### config.mk
export PLATFORM = sky130hd
export DESIGN_NAME = pipe_stage_chain
export DESIGN_NICKNAME = d
export VERILOG_FILES = /design/src/rtl/pipe_stage_chain.sv
export SDC_FILE = /design/constraint.sdc
export NUM_CORES = 1
export LEC_CHECK = 0
export CAP_MARGIN = 30
export CELL_PAD_IN_SITES_DETAIL_PLACEMENT = 1
export CELL_PAD_IN_SITES_GLOBAL_PLACEMENT = 2
export CORE_AREA = 2 2 159 161
export DETAILED_ROUTE_END_ITERATION = 7
export DIE_AREA = 0 0 161 163
export PLACE_DENSITY_LB_ADDON = 0.15
export SLEW_MARGIN = 0
export SYNTH_ARGS = -nofsm -noshare
export SYNTH_HDL_FRONTEND = slang
export SYNTH_SLANG_ARGS = --single-unit
### constraint.sdc
create_clock -name clk -period 5.6 [get_ports clk]
set_clock_uncertainty 0.05 [all_clocks]
set_input_delay 1.4 -clock clk [delete_from_list [all_inputs] [get_ports clk]]
set_output_delay 1.4 -clock clk [all_outputs]
set_load 0.1 [all_outputs]
### src/rtl/pipe_stage_chain.sv
// Pipeline-register chain carrying payload plus valid/we/rd metadata through STAGES
// registers, with global stall, per-stage bubble insertion, retire counting and forwarding lookup.
module pipe_stage_chain #(
    parameter int WIDTH  = 32,
    parameter int STAGES = 3,
    parameter int RD_W   = 5,
    localparam int SEL_W = (STAGES > 1) ? $clog2(STAGES) : 1
) (
    input  logic                     clk,
    input  logic                     reset,
    input  logic                     stall,
    input  logic [STAGES-1:0]        flush_mask,
    input  logic                     in_valid,
    input  logic                     in_we,
    input  logic [RD_W-1:0]          in_rd,
    input  logic [WIDTH-1:0]         in_data,
    output logic [STAGES-1:0]        stage_valid,
    output logic [STAGES-1:0]        stage_we,
    output logic [STAGES*RD_W-1:0]   stage_rd,
    output logic [STAGES*WIDTH-1:0]  stage_data,
    input  logic [RD_W-1:0]          q_rs,
    output logic                     q_hit,
    output logic [SEL_W-1:0]         q_stage,
    output logic [WIDTH-1:0]         q_data,
    output logic [SEL_W:0]           occupancy,
    output logic [31:0]              retired
);

    logic [STAGES-1:0] valid_q;
    logic [STAGES-1:0] we_q;
    logic [RD_W-1:0]   rd_q   [STAGES];
    logic [WIDTH-1:0]  data_q [STAGES];
    logic [31:0]       retired_q;

    logic [STAGES-1:0] valid_src;
    logic [STAGES-1:0] we_src;
    logic [RD_W-1:0]   rd_src   [STAGES];
    logic [WIDTH-1:0]  data_src [STAGES];
    logic [STAGES-1:0] valid_d;

    // Source selection: shift on advance, self-hold on stall.
    always_comb begin
        valid_src[0] = stall ? valid_q[0] : in_valid;
        we_src[0]    = stall ? we_q[0]    : in_we;
        rd_src[0]    = stall ? rd_q[0]    : in_rd;
        data_src[0]  = stall ? data_q[0]  : in_data;
        for (int k = 1; k < STAGES; k++) begin
            valid_src[k] = stall ? valid_q[k] : valid_q[k-1];
            we_src[k]    = stall ? we_q[k]    : we_q[k-1];
            rd_src[k]    = stall ? rd_q[k]    : rd_q[k-1];
            data_src[k]  = stall ? data_q[k]  : data_q[k-1];
        end
        // Flush only kills validity; rd/we/data ride along untouched.
        valid_d = valid_src & ~flush_mask;
    end

    always_ff @(posedge clk) begin
        if (!reset) begin
            valid_q   <= '0;
            we_q      <= '0;
            retired_q <= '0;
            for (int k = 0; k < STAGES; k++) begin
                rd_q[k]   <= '0;
                data_q[k] <= '0;
            end
        end else begin
            valid_q <= valid_d;
            we_q    <= we_src;
            for (int k = 0; k < STAGES; k++) begin
                rd_q[k]   <= rd_src[k];
                data_q[k] <= data_src[k];
            end
            // The leaving entry counts even if the last stage is flushed this edge.
            if (!stall && valid_q[STAGES-1]) begin
                retired_q <= retired_q + 32'd1;
            end
        end
    end

    always_comb begin
        stage_valid = valid_q;
        stage_we    = valid_q & we_q;
        stage_rd    = '0;
        stage_data  = '0;
        occupancy   = '0;
        for (int k = 0; k < STAGES; k++) begin
            stage_rd[k*RD_W +: RD_W]    = rd_q[k];
            stage_data[k*WIDTH +: WIDTH] = data_q[k];
            occupancy = occupancy + {{SEL_W{1'b0}}, valid_q[k]};
        end
    end

    // Scan oldest to youngest so the youngest (lowest index) match wins.
    always_comb begin
        q_hit   = 1'b0;
        q_stage = '0;
        q_data  = '0;
        for (int k = STAGES - 1; k >= 0; k--) begin
            if (valid_q[k] && we_q[k] && (rd_q[k] == q_rs) && (q_rs != '0)) begin
                q_hit   = 1'b1;
                q_stage = SEL_W'(k);
                q_data  = data_q[k];
            end
        end
    end

    assign retired = retired_q;

endmodule

# ---- Word level (Yosys, flattened, before mapping)
# Memories as Yosys holds them, arrays and structs flattened.
# Index checks and enable logic that the tools add are counted.
dict set report op_classes {
  addsub 3
  eq_ne 3
  muxes 26
  bitwise_logic 9
  reduce_logical 12
}
# op n
set ops {}
lappend ops {{two-way mux 32 bit} 9}
lappend ops {{adder 32 x 1 -> 32 bit, second input constant} 1}
lappend ops {{two-way mux 5 bit} 6}
lappend ops {{equality test 5 bit} 3}
lappend ops {{logical AND 1 bit} 10}
lappend ops {{two-way mux 1 bit} 8}
lappend ops {{AND 3 bit} 2}
lappend ops {{two-way mux 2 bit} 3}
lappend ops {{bitwise OR 1 bit} 6}
lappend ops {{nonzero test 5 bit} 1}
lappend ops {{adder 2 x 1 -> 3 bit} 1}
lappend ops {{NOT 3 bit} 1}
lappend ops {{adder 1 x 1 -> 2 bit} 1}
lappend ops {{zero test 1 bit} 1}
dict set report word_totals {
  register_bits 38
  ram_bits 111
  in_bits 50
  out_inout_bits 187
  wordCells 58
  memories 2
}
# memory words width read_ports rd_ports_with_merged_regs wr line
set mem_list {}
lappend mem_list {data_q 3 32 3 0 3 32} ;# logic [WIDTH-1:0] data_q [STAGES];
lappend mem_list {rd_q 3 5 3 0 3 31} ;# logic [RD_W-1:0] rd_q [STAGES];

# ---- Depth between registers and ports, before layout
dict set report depth {
  depth_word 6
  ltp_mapped 7
  mapped_depth_nobuf 6
}

# ---- Worst setup path before layout
# No wires, ideal clock.
dict set report synth_path {
  kind {reg2out}
  start {register valid_q[2] (netlist: stage_valid[2])}
  end {output q_data[13]}
  arrival_ps 4616
  t_required_ps 4150
  setup_slack_ps -466
  path_stages_with_launch 7
  path_buffers 1
  cell_sequence {dfxtp_1 and2_1 nand4_1 nor3_1 clkbuf_1 nand3_1 a31oi_1}
}
dict set report synth_via {
  elab_chain_cells 6
}
# element line
set synth_rtl {}
lappend synth_rtl {{start, declared} 29} ;# logic [STAGES-1:0] valid_q;
lappend synth_rtl {{start signal, assigned} 67} ;# valid_q <= valid_d;
lappend synth_rtl {{logical AND 1 bit (3 in series)} 99} ;# if (valid_q[k] && we_q[k] && (rd_q[k] == q_rs) && (q_rs != '0)) begin
lappend synth_rtl {{two-way mux 32 bit (3 in series)} 99}
lappend synth_rtl {{end, declared} 24} ;# output logic [WIDTH-1:0] q_data,
# Every way passes these cells.

# ---- Worst setup path after layout
dict set report layout_path {
  start {input q_rs[2]}
  end {output q_data[4]}
}
dict set report layout_via {
  elab_chain_cells 6
  elab_cells_between_ends 13
  classes_between {eq/ne: 3; mux: 3; reduce/logical: 7}
}
# element line
set layout_rtl {}
lappend layout_rtl {{start, declared} 21} ;# input logic [RD_W-1:0] q_rs,
lappend layout_rtl {{equality test 5 bit} 99}
lappend layout_rtl {{logical AND 1 bit (2 in series)} 99}
lappend layout_rtl {{two-way mux 32 bit (2 in series)} 99}
lappend layout_rtl {{two-way mux 32 bit (*)} 99}
# Every way passes the cells marked *; elsewhere a longest branch is shown, timed or not.

==> results.toml <==
[outcome]
status = "finished, final reports clean"

[setup_path]
critical_path_class = "in -> out"
r2r_end = "retired[25]"
end_kind = "output pin"
r2r_slack_ns = 3.35
start_kind = "primary input"
arrival_ns = 3.89
r2r_cells = 5
crit_start = "q_rs[2]"
worstReg2RegStart = "retired[7]"
required_ns = 4.15
worstSetupEndpoint = "q_data[4]"
cp_max_fo = 41

[global_routing]
met1_usage = 0.219
grt_use_total = 0.174
use_met2 = 0.291
grt_pass1_wl_um = 35900
antenna_found_initial = 0
grt_use_met3 = 0.0586
grt_busiest_layer = "met2"
grt_max_degree = 105
gr-total-overflow = 0
grt_pass1_vias = 6239

[synthesis]
avgSynthCellArea_um2 = 8.87
synth_cell_types = 37
yosys-top-cells-count = "175 x nor2_1, 149 x dfxtp_1, 118 x mux2i_1"
synthArstFlopShare = 0
yosysSeqAreaShare = 0.459
syn_nets = 784
syn_inst = 732
ys_warn_count = 0
synth_flop_cell = "dfxtp_1"
mappedNetlistArea_um2 = 6490
synth_edf_count = 0
synth_area_leaders = "dfxtp_1 46%, mux2i_1 18%, nor2_1 10%, a21oi_1 4.2%, nand3_1 3.5%"
synth.most_common_cell = "nor2_1"
ys_ff_latch = 149
synth_top_area_cell = "dfxtp_1"
synth_top_area_frac = 0.459

[layout]
fin_util = 0.424
nets = 1002
fillCellCount = 2787
drive_above_1_share = 0.125
finalInstanceArea_um2 = 10500
num_antenna_cells = 0
fin_cells = 1291
synthToLayoutAreaGrowth_pct = 61.1

[sta]
hold_violations = 0
setup_tns_ns = 0
rsz0062_at_grt = "false"
slew_violations = 0
fin_crit_ns = 5.34
maxSlewHeadroom = 0.309
fmax_mhz = 187
period_share = 0.954
final-setup-viol-count = 0
worst_slew_pin_slew_ns = 1.03
layout_setup_ws_ns = 0.259

[clock_tree]
cts-resized-gates = 0
clk_latency_ns = 0.41
cts_buffers = 17
cts_root_buf = "clkbuf_16"
cts_sinks = 149
htreeDepth = 4
cts.clk_slew.worst_paths_ns = 0.07
cts_tree = "yes"
cts_hold_buf = 0
clockBufferDepth = 2
cts_setup_buffers = 0

[pwr]
p_leak_nw = 4.04
pwr_density_cell_nw_per_um2 = 270
peakVddDrop_v = 0.000172

[placed_design]
routabilityCongestion = 0.732
hpwl_um = 15400
dpl_cell_area_um2 = 9750
dp_cells = 1259
io_buffer_count = 235
dp_worst_setup_slack_ns = 0.0882

[die]
initial_core_util = 0.263
die_h_um = 163
num_rows = 58
core_um2 = 24700
dieArea_um2 = 26200
die_w_um = 161
ios = 237

[routing]
wire_per_inst_um = 17.5
drt_pass1_iterations = 4
drtIter0Drc = 271
dr_total_vias = 6023
via_per_inst = 4.67
routed_wl_um = 22600
drc = 0
postRouteAntennaNets = 0

[job]
maxCapViolations = 0

[min_path]
hp-class = "reg -> reg"
## metrics by stage
stage | hold WS [ns] | total power, mW
6_report | 0.449 | 2.83
3_3_place_gp | 0.427 | 1.58
5_1_grt | 0.491 | 2.94
2_1_floorplan | 0.406 | 1.45
3_5_place_dp | 0.439 | 1.58
4_1_cts | 0.455 | 2.87
## registers in the layout, summed over array words and instances (netlist names)
name	cells
rd_q	15
we_q	3
retired	32
data_q	96
stage_valid	3
## kinds of logic after synthesis
kind of cell	after synthesis	synth area share
adder cells (fa/ha/maj)	2	0.00501
flip-flops	149	0.459
multiplexers	118	0.182
AO/OA/AOI/OAI	70	0.0559
other	1	0.000578
AND/OR/NAND/NOR	302	0.212
buffers and inverters	51	0.0328
XOR/XNOR	39	0.0526
## power breakdown
part	switching, mW	leakage, nW	total [mW]	internal [mW]
clock network	0.464	0.306	1.27	0.803
registers	0.0336	1.21	1.12	1.09
logic	0.306	2.52	0.435	0.128
## worst max-delay path, cell delays in order
cell             delay, ns
clkdlybuf4s50_1       0.52
or4_1                 0.58
nor2_1                0.35
or3_2                 0.22
buf_12                0.25
nor2_1                0.13
a31oi_2               0.21
buf_12                0.20
## worst min path at each step
| stage | slack [ns] | start | depth (start not counted) | end |
|---|---|---|---|---|
| after floorplan | 0.41 | we_q[2] | 2 | we_q[2] |
| after global placement | 0.43 | retired[31] | 2 | retired[31] |
| after detailed placement | 0.44 | retired[31] | 2 | retired[31] |
| after CTS | 0.45 | retired[31] | 2 | retired[31] |
| after global routing | 0.49 | retired[31] | 2 | retired[31] |
| final | 0.45 | retired[31] | 2 | retired[31] |
## cell type report
class                           count  area, um^2  area share
Clock buffer                       19         443      0.0423
Clock inverter                     11         200      0.0191
Inverter                            2        10.0    0.000957
Multi-Input combinational cell    532        3460       0.331
Sequential cell                   149        2980       0.285
Tap cell                          330         413      0.0395
Timing Repair Buffer              248        2950       0.282
## per-layer routing
layer	routed length, um	vias up
li1	-	2947
met1	10300	2933
met2	10900	131
met3	1310	12
met4	189	0
met5	0	-
## placed cells by master, fill, tap and decap left out, types with 17 or more instances in the layout
master / count
nand3_1: 46
a21oi_1: 31
clkdlybuf4s50_1: 199
dfxtp_1: 149
nor2_1: 175
xnor2_1: 22
mux2i_1: 118
xor2_1: 17
nand2_1: 21
clkbuf_16: 17
a21oi_2: 24
buf_12: 39
Note: power is estimated with default switching activity, not from simulation.
